**src/rtl/median_pkg.sv**
```systemverilog
// rtl/median_pkg.sv - shared widths, derived constants and FSM states for the median accelerator
package median_pkg;
  localparam int A_WIDTH   = 8;
  localparam int D_WIDTH   = 8;
  localparam int R_WIDTH   = 3;
  localparam int W_WIDTH   = A_WIDTH - R_WIDTH;
  localparam int WIN_SIZE  = 1 << R_WIDTH;
  localparam int WIN_COUNT = 1 << W_WIDTH;
  localparam int MA_WORDS  = 1 << (A_WIDTH - 2);

  typedef enum logic [2:0] {
    ST_IDLE,
    ST_FETCH,
    ST_SORT,
    ST_WRITE,
    ST_DONE
  } state_t;
endpackage

```
**src/rtl/median_if.sv**
```systemverilog
// rtl/median_if.sv - host-side control and memory-port bundle of the median accelerator
interface median_if import median_pkg::*; ();
  logic                 Go_t;
  logic                 Done_t;
  logic [31:0]          MA_di32;
  logic [A_WIDTH-3:0]   MA_Addr6;
  logic                 MA_enb;
  logic                 MA_web;
  logic [31:0]          MA_do32;
  logic [D_WIDTH-1:0]   MA_di8;
  logic [W_WIDTH-1:0]   MO_Addr5b;
  logic                 MO_enb;
  logic                 MO_web;
  logic [D_WIDTH-1:0]   MO_di8b;
  logic [D_WIDTH-1:0]   MO_do8b;
  logic [D_WIDTH-1:0]   MO_do8;

  modport master (
    output Go_t, MA_di32, MA_Addr6, MA_enb, MA_web, MO_Addr5b, MO_enb, MO_web, MO_di8b,
    input  Done_t, MA_do32, MA_di8, MO_do8b, MO_do8
  );

  modport slave (
    input  Go_t, MA_di32, MA_Addr6, MA_enb, MA_web, MO_Addr5b, MO_enb, MO_web, MO_di8b,
    output Done_t, MA_do32, MA_di8, MO_do8b, MO_do8
  );
endinterface

```
**src/rtl/median_core.sv**
```systemverilog
// rtl/median_core.sv - window fetch, odd-even transposition sort and median write-back FSM
module median_core import median_pkg::*; (
  input  logic               Clk,
  input  logic               Rst_Core,
  input  logic               Go_t,
  output logic               Done_t,
  output logic [A_WIDTH-1:0] rd_addr,
  input  logic [D_WIDTH-1:0] rd_data,
  output logic               wr_en,
  output logic [W_WIDTH-1:0] wr_addr,
  output logic [D_WIDTH-1:0] wr_data
);
  localparam int CW = R_WIDTH + 1;
  localparam logic [CW-1:0]      FETCH_LAST = CW'(WIN_SIZE);
  localparam logic [CW-1:0]      SORT_LAST  = CW'(WIN_SIZE - 1);
  localparam logic [W_WIDTH-1:0] WIN_LAST   = W_WIDTH'(WIN_COUNT - 1);

  state_t               state, state_nxt;
  logic [CW-1:0]        cnt;
  logic [W_WIDTH-1:0]   win;
  logic [D_WIDTH-1:0]   arr [WIN_SIZE];
  logic [D_WIDTH:0]     mid_sum;

  always_ff @(posedge Clk or posedge Rst_Core) begin
    if (Rst_Core) state <= ST_IDLE;
    else          state <= state_nxt;
  end

  always_comb begin
    state_nxt = state;
    case (state)
      ST_IDLE:  if (Go_t) state_nxt = ST_FETCH;
      ST_FETCH: if (cnt == FETCH_LAST) state_nxt = ST_SORT;
      ST_SORT:  if (cnt == SORT_LAST) state_nxt = ST_WRITE;
      ST_WRITE: state_nxt = (win == WIN_LAST) ? ST_DONE : ST_FETCH;
      ST_DONE:  if (Go_t) state_nxt = ST_FETCH;
      default:  state_nxt = ST_IDLE;
    endcase
  end

  // Read data lags its address by one cycle, so fetch step n captures byte n-1.
  always_ff @(posedge Clk or posedge Rst_Core) begin
    if (Rst_Core) begin
      cnt <= '0;
      win <= '0;
      arr <= '{default: '0};
    end else begin
      case (state)
        ST_FETCH: begin
          if (cnt != '0) arr[R_WIDTH'(cnt - 1'b1)] <= rd_data;
          cnt <= (cnt == FETCH_LAST) ? '0 : cnt + 1'b1;
        end
        ST_SORT: begin
          if (!cnt[0]) begin
            for (int k = 0; k < WIN_SIZE; k += 2)
              if (arr[k] > arr[k+1]) begin
                arr[k]   <= arr[k+1];
                arr[k+1] <= arr[k];
              end
          end else begin
            for (int k = 1; k < WIN_SIZE - 1; k += 2)
              if (arr[k] > arr[k+1]) begin
                arr[k]   <= arr[k+1];
                arr[k+1] <= arr[k];
              end
          end
          cnt <= (cnt == SORT_LAST) ? '0 : cnt + 1'b1;
        end
        ST_WRITE: win <= win + 1'b1;
        default: begin
          cnt <= '0;
          win <= '0;
        end
      endcase
    end
  end

  assign mid_sum = {1'b0, arr[WIN_SIZE/2-1]} + {1'b0, arr[WIN_SIZE/2]};
  assign wr_data = mid_sum[D_WIDTH:1];
  assign wr_addr = win;
  assign wr_en   = (state == ST_WRITE);
  assign rd_addr = {win, cnt[R_WIDTH-1:0]};
  assign Done_t  = (state == ST_DONE);
endmodule

```
**src/rtl/median_top.sv**
```systemverilog
// rtl/median_top.sv - median accelerator: MemA input RAM, median core and MemO result RAM
module median_top import median_pkg::*; (
  input  logic     Clk,
  input  logic     Rst_Core,
  input  logic     Rst_M,
  median_if.slave  host
);
  logic [31:0]        mem_a [MA_WORDS];
  logic [D_WIDTH-1:0] mem_o [WIN_COUNT];
  logic [31:0]        a_word;
  logic [A_WIDTH-1:0] core_rd_addr;
  logic               core_wr_en;
  logic [W_WIDTH-1:0] core_wr_addr;
  logic [D_WIDTH-1:0] core_wr_data;

  median_core u_core (
    .Clk      (Clk),
    .Rst_Core (Rst_Core),
    .Go_t     (host.Go_t),
    .Done_t   (host.Done_t),
    .rd_addr  (core_rd_addr),
    .rd_data  (host.MA_di8),
    .wr_en    (core_wr_en),
    .wr_addr  (core_wr_addr),
    .wr_data  (core_wr_data)
  );

  always_ff @(posedge Clk) begin
    if (host.MA_enb && host.MA_web) mem_a[host.MA_Addr6] <= host.MA_di32;
  end

  // Host write is last so it wins a same-address collision with the core.
  always_ff @(posedge Clk) begin
    if (core_wr_en) mem_o[core_wr_addr] <= core_wr_data;
    if (host.MO_enb && host.MO_web) mem_o[host.MO_Addr5b] <= host.MO_di8b;
  end

  assign a_word = mem_a[core_rd_addr[A_WIDTH-1:2]];

  always_ff @(posedge Clk or posedge Rst_M) begin
    if (Rst_M) begin
      host.MA_do32 <= '0;
      host.MA_di8  <= '0;
      host.MO_do8b <= '0;
      host.MO_do8  <= '0;
    end else begin
      if (host.MA_enb && !host.MA_web) host.MA_do32 <= mem_a[host.MA_Addr6];
      if (host.MO_enb && !host.MO_web) host.MO_do8b <= mem_o[host.MO_Addr5b];
      host.MA_di8 <= a_word[{core_rd_addr[1:0], 3'b000} +: D_WIDTH];
      host.MO_do8 <= mem_o[core_wr_addr];
    end
  end
endmodule

```
**src/flat_wrapper.sv**
```systemverilog
// flat-port wrapper written by rule: the top's interface ports become plain ports
module median_top_flat import median_pkg::*;
  (Clk, Rst_Core, Rst_M, host_Go_t, host_MA_di32, host_MA_Addr6, host_MA_enb, host_MA_web, host_MO_Addr5b, host_MO_enb, host_MO_web, host_MO_di8b, host_Done_t, host_MA_do32, host_MA_di8, host_MO_do8b, host_MO_do8);
  median_if host_i ();
  input  logic Clk;
  input  logic Rst_Core;
  input  logic Rst_M;
  input wire logic [$bits(host_i.Go_t)-1:0] host_Go_t;
  input wire logic [$bits(host_i.MA_di32)-1:0] host_MA_di32;
  input wire logic [$bits(host_i.MA_Addr6)-1:0] host_MA_Addr6;
  input wire logic [$bits(host_i.MA_enb)-1:0] host_MA_enb;
  input wire logic [$bits(host_i.MA_web)-1:0] host_MA_web;
  input wire logic [$bits(host_i.MO_Addr5b)-1:0] host_MO_Addr5b;
  input wire logic [$bits(host_i.MO_enb)-1:0] host_MO_enb;
  input wire logic [$bits(host_i.MO_web)-1:0] host_MO_web;
  input wire logic [$bits(host_i.MO_di8b)-1:0] host_MO_di8b;
  output wire logic [$bits(host_i.Done_t)-1:0] host_Done_t;
  output wire logic [$bits(host_i.MA_do32)-1:0] host_MA_do32;
  output wire logic [$bits(host_i.MA_di8)-1:0] host_MA_di8;
  output wire logic [$bits(host_i.MO_do8b)-1:0] host_MO_do8b;
  output wire logic [$bits(host_i.MO_do8)-1:0] host_MO_do8;
  assign host_i.Go_t = host_Go_t;
  assign host_i.MA_di32 = host_MA_di32;
  assign host_i.MA_Addr6 = host_MA_Addr6;
  assign host_i.MA_enb = host_MA_enb;
  assign host_i.MA_web = host_MA_web;
  assign host_i.MO_Addr5b = host_MO_Addr5b;
  assign host_i.MO_enb = host_MO_enb;
  assign host_i.MO_web = host_MO_web;
  assign host_i.MO_di8b = host_MO_di8b;
  assign host_Done_t = host_i.Done_t;
  assign host_MA_do32 = host_i.MA_do32;
  assign host_MA_di8 = host_i.MA_di8;
  assign host_MO_do8b = host_i.MO_do8b;
  assign host_MO_do8 = host_i.MO_do8;
  median_top u_core (.Clk(Clk), .Rst_Core(Rst_Core), .Rst_M(Rst_M), .host(host_i));
endmodule
```
**config.mk**
```make
export PLATFORM = sky130hd
export DESIGN_NAME = median_top_flat
export DESIGN_NICKNAME = d
export VERILOG_FILES = /design/src/rtl/median_pkg.sv /design/src/rtl/median_if.sv /design/src/rtl/median_core.sv /design/src/rtl/median_top.sv /design/src/flat_wrapper.sv
export SDC_FILE = /design/constraint.sdc
export NUM_CORES = 2
export LEC_CHECK = 0
export CAP_MARGIN = 25
export CORE_MARGIN = 4
export CORE_UTILIZATION = 63
export CTS_CLUSTER_SIZE = 14
export DETAILED_ROUTE_END_ITERATION = 12
export PLACE_DENSITY = 0.8
export SLEW_MARGIN = 20
export SYNTH_ARGS = -nofsm -noshare
export SYNTH_HDL_FRONTEND = slang
export SYNTH_HIERARCHICAL = 1
export SYNTH_SLANG_ARGS = --single-unit
```
**constraint.sdc**
```tcl
create_clock -name Clk -period 3.3 [get_ports Clk]
set_input_delay 0.33 -clock Clk [delete_from_list [all_inputs] [get_ports Clk]]
set_output_delay 0.33 -clock Clk [all_outputs]
set_load 0.01 [all_outputs]
```
==> results.md <==
Die:
- The row count is 156.
- The vertical die dimension is 434 microns.
- The x dimension of the die is 434 microns.
- The number of top-level pins is 116.
- The floorplan step defined a die boundary enclosing 188000 sq um.
- The standard cell core area is 181000 sq um.
- For this configuration, the core starts out at a cell density of 63.3%.

Layout:
- The area added between synthesis and finish is 15.4%.
- The multi-input combinational cells in the finished layout cover a total of 39400 sq um.
- The filler cell count in the final layout is 10600.
- The finished cells cover 132000 sq um.
- The share of layout cells above drive strength 1 is 29.3%.
- Measured on the finished design, the core utilization comes to 73.1%.
- For this run, the post-layout net count is 7640.
- Registers take 72500 sq um.

Clock network:
- The number of H-tree branching levels is 4.
- The clock tree root driver cell is sky130_fd_sc_hd__clkbuf_16.
- The worst-skew pair later-pin latency is 910 ps.
- The buffer depth of the longest clock path is 3.
- Clock-pin slew was measured on the worst setup and hold paths at 70 ps.
- Clock tree synthesis inserted a total of 234 buffers.
- TritonCTS built the clock tree.
- The total number of clock tree sinks is 2436.

Critical path:
- The nature of the critical path startpoint is a flop.
- In this run the worst path has a maximum fanout of 25.
- STA puts the critical path data required time at 4120 ps.
- The path type of the worst setup path is flop to flop.
- The sort of element at the end of the critical path is a flop.
- The worst endpoint data arrival time is 4330 ps.

Synthesis:
- The share of the Yosys chip area taken by registers is 63.4%.
- The mean instance size in the synthesized netlist is 16.3 sq um.
- The instance count of the mapped netlist is 7027.
- The most used flip-flop cell after synthesis is sky130_fd_sc_hd__edfxtp_1.
- The number of enable-type register cells in the synthesized netlist is 2304.
- Summing every instance area after synthesis gives 114000 sq um.
- The share of flip-flops with an asynchronous set or reset after synthesis is 5.42%.
- The synthesized design contains 2436 register bits.
- The Yosys step of the flow raised 6 warnings.
- The number of nets handed over by synthesis was 7155.
- Counting distinct cell types in the post-synthesis netlist gives 97.

Place:
- Summed over all nets, the half-perimeter wirelength after detailed placement is 268000 microns.
- The congestion estimate from routability-driven global placement came to 1.00.
- The placed instances occupy a cell area of 124000 sq um.
- The number of I/O port buffers is 115.

GRT:
- The via count of the first global-routing pass is 80900.
- Global routing used 45.1% of the available tracks.
- The busiest layer in global routing is met2.
- The number of antenna violations at the first check in global routing is 40.
- For this run, global-route usage on met1 was measured as 56.3%.
- The total global routing overflow is 0.
- The met3 layer usage reported by global route is 20.3%.
- The global-route wire length before repair is 599000 microns.
- Global routing used 64.2% of the available met2 tracks.
- Entering global routing, the biggest net connects 78 pins.

Power:
- The analysis attributes to cell leakage a power of 0.0423 uW.
- The power density over the cells is 633 nW/um^2.
- The worst-case IR drop observed on VDD is 0.00127 V.

Run status:
- The flow ran to the end, but the final reports show violations.
- The final reports fail on hold timing, setup timing.

STA:
- The number of max-slew violations in the final report is 0.
- Setup violations remaining at the end of the flow were counted as 4.
- The clock tree skew after final layout is 64.7 ps.
- The share of the clock period used by the worst path after layout is 107%.
- The timing-limited maximum frequency is 284 MHz.
- At the pin with the least slew margin, the transition time is 1230 ps.
- The number of failing hold endpoints at the final stage was 99.
- The max-slew headroom at the worst pin is 17.3%.
- The minimum hold slack is -28.8 ps.
- In the post-route analysis, the smallest setup slack over all paths is -215 ps.
- The smallest clock period supported by the final layout is computed as 3520 ps.
- Setup repair after global routing could not meet its margin everywhere.

Routing:
- The number of search-and-repair iterations in the first detailed-routing pass is 10.
- After detailed routing, the total wire length is 430000 microns.
- In the routed layout, each cell is associated on average with a via count of 8.27.
- The routed layout has 83700 vias.
- The count of nets left with antenna violations once routing finished came out at 0.
- In the routed design, unresolved DRC markers number 0.
- In the final routed layout, each cell accounts on average for 42.5 microns.
- The violation count after the first detailed-routing iteration is 17200.

Job:
- The tool flagged a number of max-cap violations equal to 0.

Worst hold path:
- The worst min-delay path category is input pin to flop.
## sequential cells by signal (all words and copies together), names as in the netlist
name / count
u_core/u_core/arr: 64
u_core/mem_a: 2048
u_core/u_core/wr_addr: 5
u_core/mem_o: 256
u_core/host.MA_do32: 32
u_core/host.MO_do8b: 8
u_core/host.MO_do8: 8
u_core/u_core/cnt: 4
u_core/u_core/state: 3
u_core/host.MA_di8: 8
## power by group
| group | switching (uW) | total [uW] | internal, uW |
|---|---|---|---|
| Sequential | 1000 | 36000 | 35000 |
| Combinational | 11200 | 20200 | 8990 |
| Clock | 12000 | 27500 | 15500 |
| Total | 24200 | 83600 | 59400 |
## critical path: stages (launching register included)
cell                        delay (ps)
sky130_fd_sc_hd__dfrtp_4           790
sky130_fd_sc_hd__clkinv_1          290
sky130_fd_sc_hd__buf_4             280
sky130_fd_sc_hd__nor2_2            430
sky130_fd_sc_hd__a2111oi_1         190
sky130_fd_sc_hd__buf_4             210
sky130_fd_sc_hd__o211ai_1          870
sky130_fd_sc_hd__and4_1            350
## routing by layer
layer / up-vias / share of wire (%)
li1: 30900 / -
met1: 40800 / 30
met2: 9526 / 42
met3: 2356 / 19
met4: 34 / 8.8
met5: - / 0.078
## metrics by stage
step | setup WS [ps] | hold WS [ps] | instances | total power, uW | setup TNS, ps
final | -215 | -28.8 | 10100 | 83600 | -290
after detailed placement | -158 | 479 | 9615 | 55600 | -239
after global routing | -138 | -1.61 | 10100 | 85700 | -138
after CTS | -0.512 | 19.6 | 10100 | 82500 | -0.512
after global placement | -334 | 485 | 9614 | 55000 | -570
after floorplan | -180 | 429 | 7027 | 48800 | -239080
## layout make-up
type                    instances  share of cell area [%]
clock inverters               141                    1.07
clock buffers                 304                    4.82
inverters                      79                   0.225
well taps                    2370                    2.25
multi-input cells            3901                    29.8
flip-flops and latches       2436                    54.9
repair buffers                860                    6.88
diodes                         24                  0.0455
## cells in the final DEF (no fill, tap or decap), types with 68 or more instances in the layout
cell,n
sky130_fd_sc_hd__o22ai_1,127
sky130_fd_sc_hd__nor2_1,133
sky130_fd_sc_hd__buf_4,559
sky130_fd_sc_hd__inv_1,74
sky130_fd_sc_hd__a41oi_1,78
sky130_fd_sc_hd__a21oi_1,111
sky130_fd_sc_hd__a22oi_1,929
sky130_fd_sc_hd__o21ai_0,89
sky130_fd_sc_hd__dfrtp_1,127
sky130_fd_sc_hd__a22o_1,128
sky130_fd_sc_hd__nand2_1,164
sky130_fd_sc_hd__a221oi_1,125
sky130_fd_sc_hd__clkdlybuf4s50_1,75
sky130_fd_sc_hd__mux4_2,579
sky130_fd_sc_hd__buf_12,184
sky130_fd_sc_hd__nand4_1,96
sky130_fd_sc_hd__mux2i_1,192
sky130_fd_sc_hd__ha_1,68
sky130_fd_sc_hd__edfxtp_1,2304
sky130_fd_sc_hd__mux2_2,394
sky130_fd_sc_hd__clkbuf_16,239
## final timing paths
check                                                      endpoint  slack, ps                            startpoint  depth (start not counted)
max in group asynchronous       u_core/host.MA_do32[10]$_DFFE_PP0P_       1810                                 Rst_M                          4
worst max-delay path                u_core/host.MA_di8[4]$_DFF_PP0_       -220  u_core/u_core/wr_addr[1]$_DFFE_PP0P_                          7
worst max register to register      u_core/host.MA_di8[4]$_DFF_PP0_       -220  u_core/u_core/wr_addr[1]$_DFFE_PP0P_                          7
min in group asynchronous         u_core/u_core/arr[59]$_DFFE_PP0P_        420                              Rst_Core                          3
worst min register to register   u_core/host.MA_do32[1]$_DFFE_PP0P_        500    u_core/host.MA_do32[1]$_DFFE_PP0P_                          2
worst min-delay path                 u_core/mem_a[35][19]$_DFFE_PP_        -30                      host_MA_di32[19]                          1
## cells by family after synthesis
| group | count (synthesis) | share of synthesized area [%] |
|---|---|---|
| flops | 2436 | 63.4 |
| compound gates | 1918 | 12.6 |
| mux | 1165 | 17.0 |
| simple gates | 740 | 3.42 |
| buf+inv | 690 | 2.85 |
| fa+ha+maj | 70 | 0.770 |
| xor+xnor | 8 | 0.0744 |
## cells in the mapped netlist (33+ instances only)
| cell | number | area [sq um] |
|---|---|---|
| sky130_fd_sc_hd__a41oi_1 | 78 | 683 |
| sky130_fd_sc_hd__nor2b_1 | 42 | 263 |
| sky130_fd_sc_hd__nor2_1 | 200 | 751 |
| sky130_fd_sc_hd__buf_2 | 226 | 1130 |
| sky130_fd_sc_hd__o221ai_1 | 33 | 289 |
| sky130_fd_sc_hd__nand3_1 | 37 | 185 |
| sky130_fd_sc_hd__inv_1 | 76 | 285 |
| sky130_fd_sc_hd__a21oi_1 | 111 | 556 |
| sky130_fd_sc_hd__clkbuf_1 | 256 | 961 |
| sky130_fd_sc_hd__edfxtp_1 | 2304 | 69200 |
| sky130_fd_sc_hd__mux2_2 | 394 | 4440 |
| sky130_fd_sc_hd__a221oi_1 | 125 | 1090 |
| sky130_fd_sc_hd__o211ai_1 | 48 | 360 |
| sky130_fd_sc_hd__nand4_1 | 96 | 601 |
| sky130_fd_sc_hd__mux2i_1 | 192 | 1920 |
| sky130_fd_sc_hd__mux4_2 | 579 | 13000 |
| sky130_fd_sc_hd__o22ai_1 | 127 | 795 |
| sky130_fd_sc_hd__dfrtp_1 | 132 | 3300 |
| sky130_fd_sc_hd__a22o_1 | 128 | 1120 |
| sky130_fd_sc_hd__nand2_1 | 167 | 627 |
| sky130_fd_sc_hd__buf_1 | 74 | 278 |
| sky130_fd_sc_hd__a22oi_1 | 938 | 7040 |
| sky130_fd_sc_hd__a31oi_1 | 67 | 419 |
| sky130_fd_sc_hd__ha_1 | 68 | 851 |
| sky130_fd_sc_hd__o21ai_0 | 91 | 455 |
## repair_timing
action                                 CTS  global route
setup endpoints to repair                3             7
pin swaps                                3             4
hold buffers                             2            12
gates resized for setup                  7            13
setup buffers                            0             1
endpoints found under the hold margin   47           186
cloned                                   0             3
Note: power is estimated with default switching activity, not from simulation.
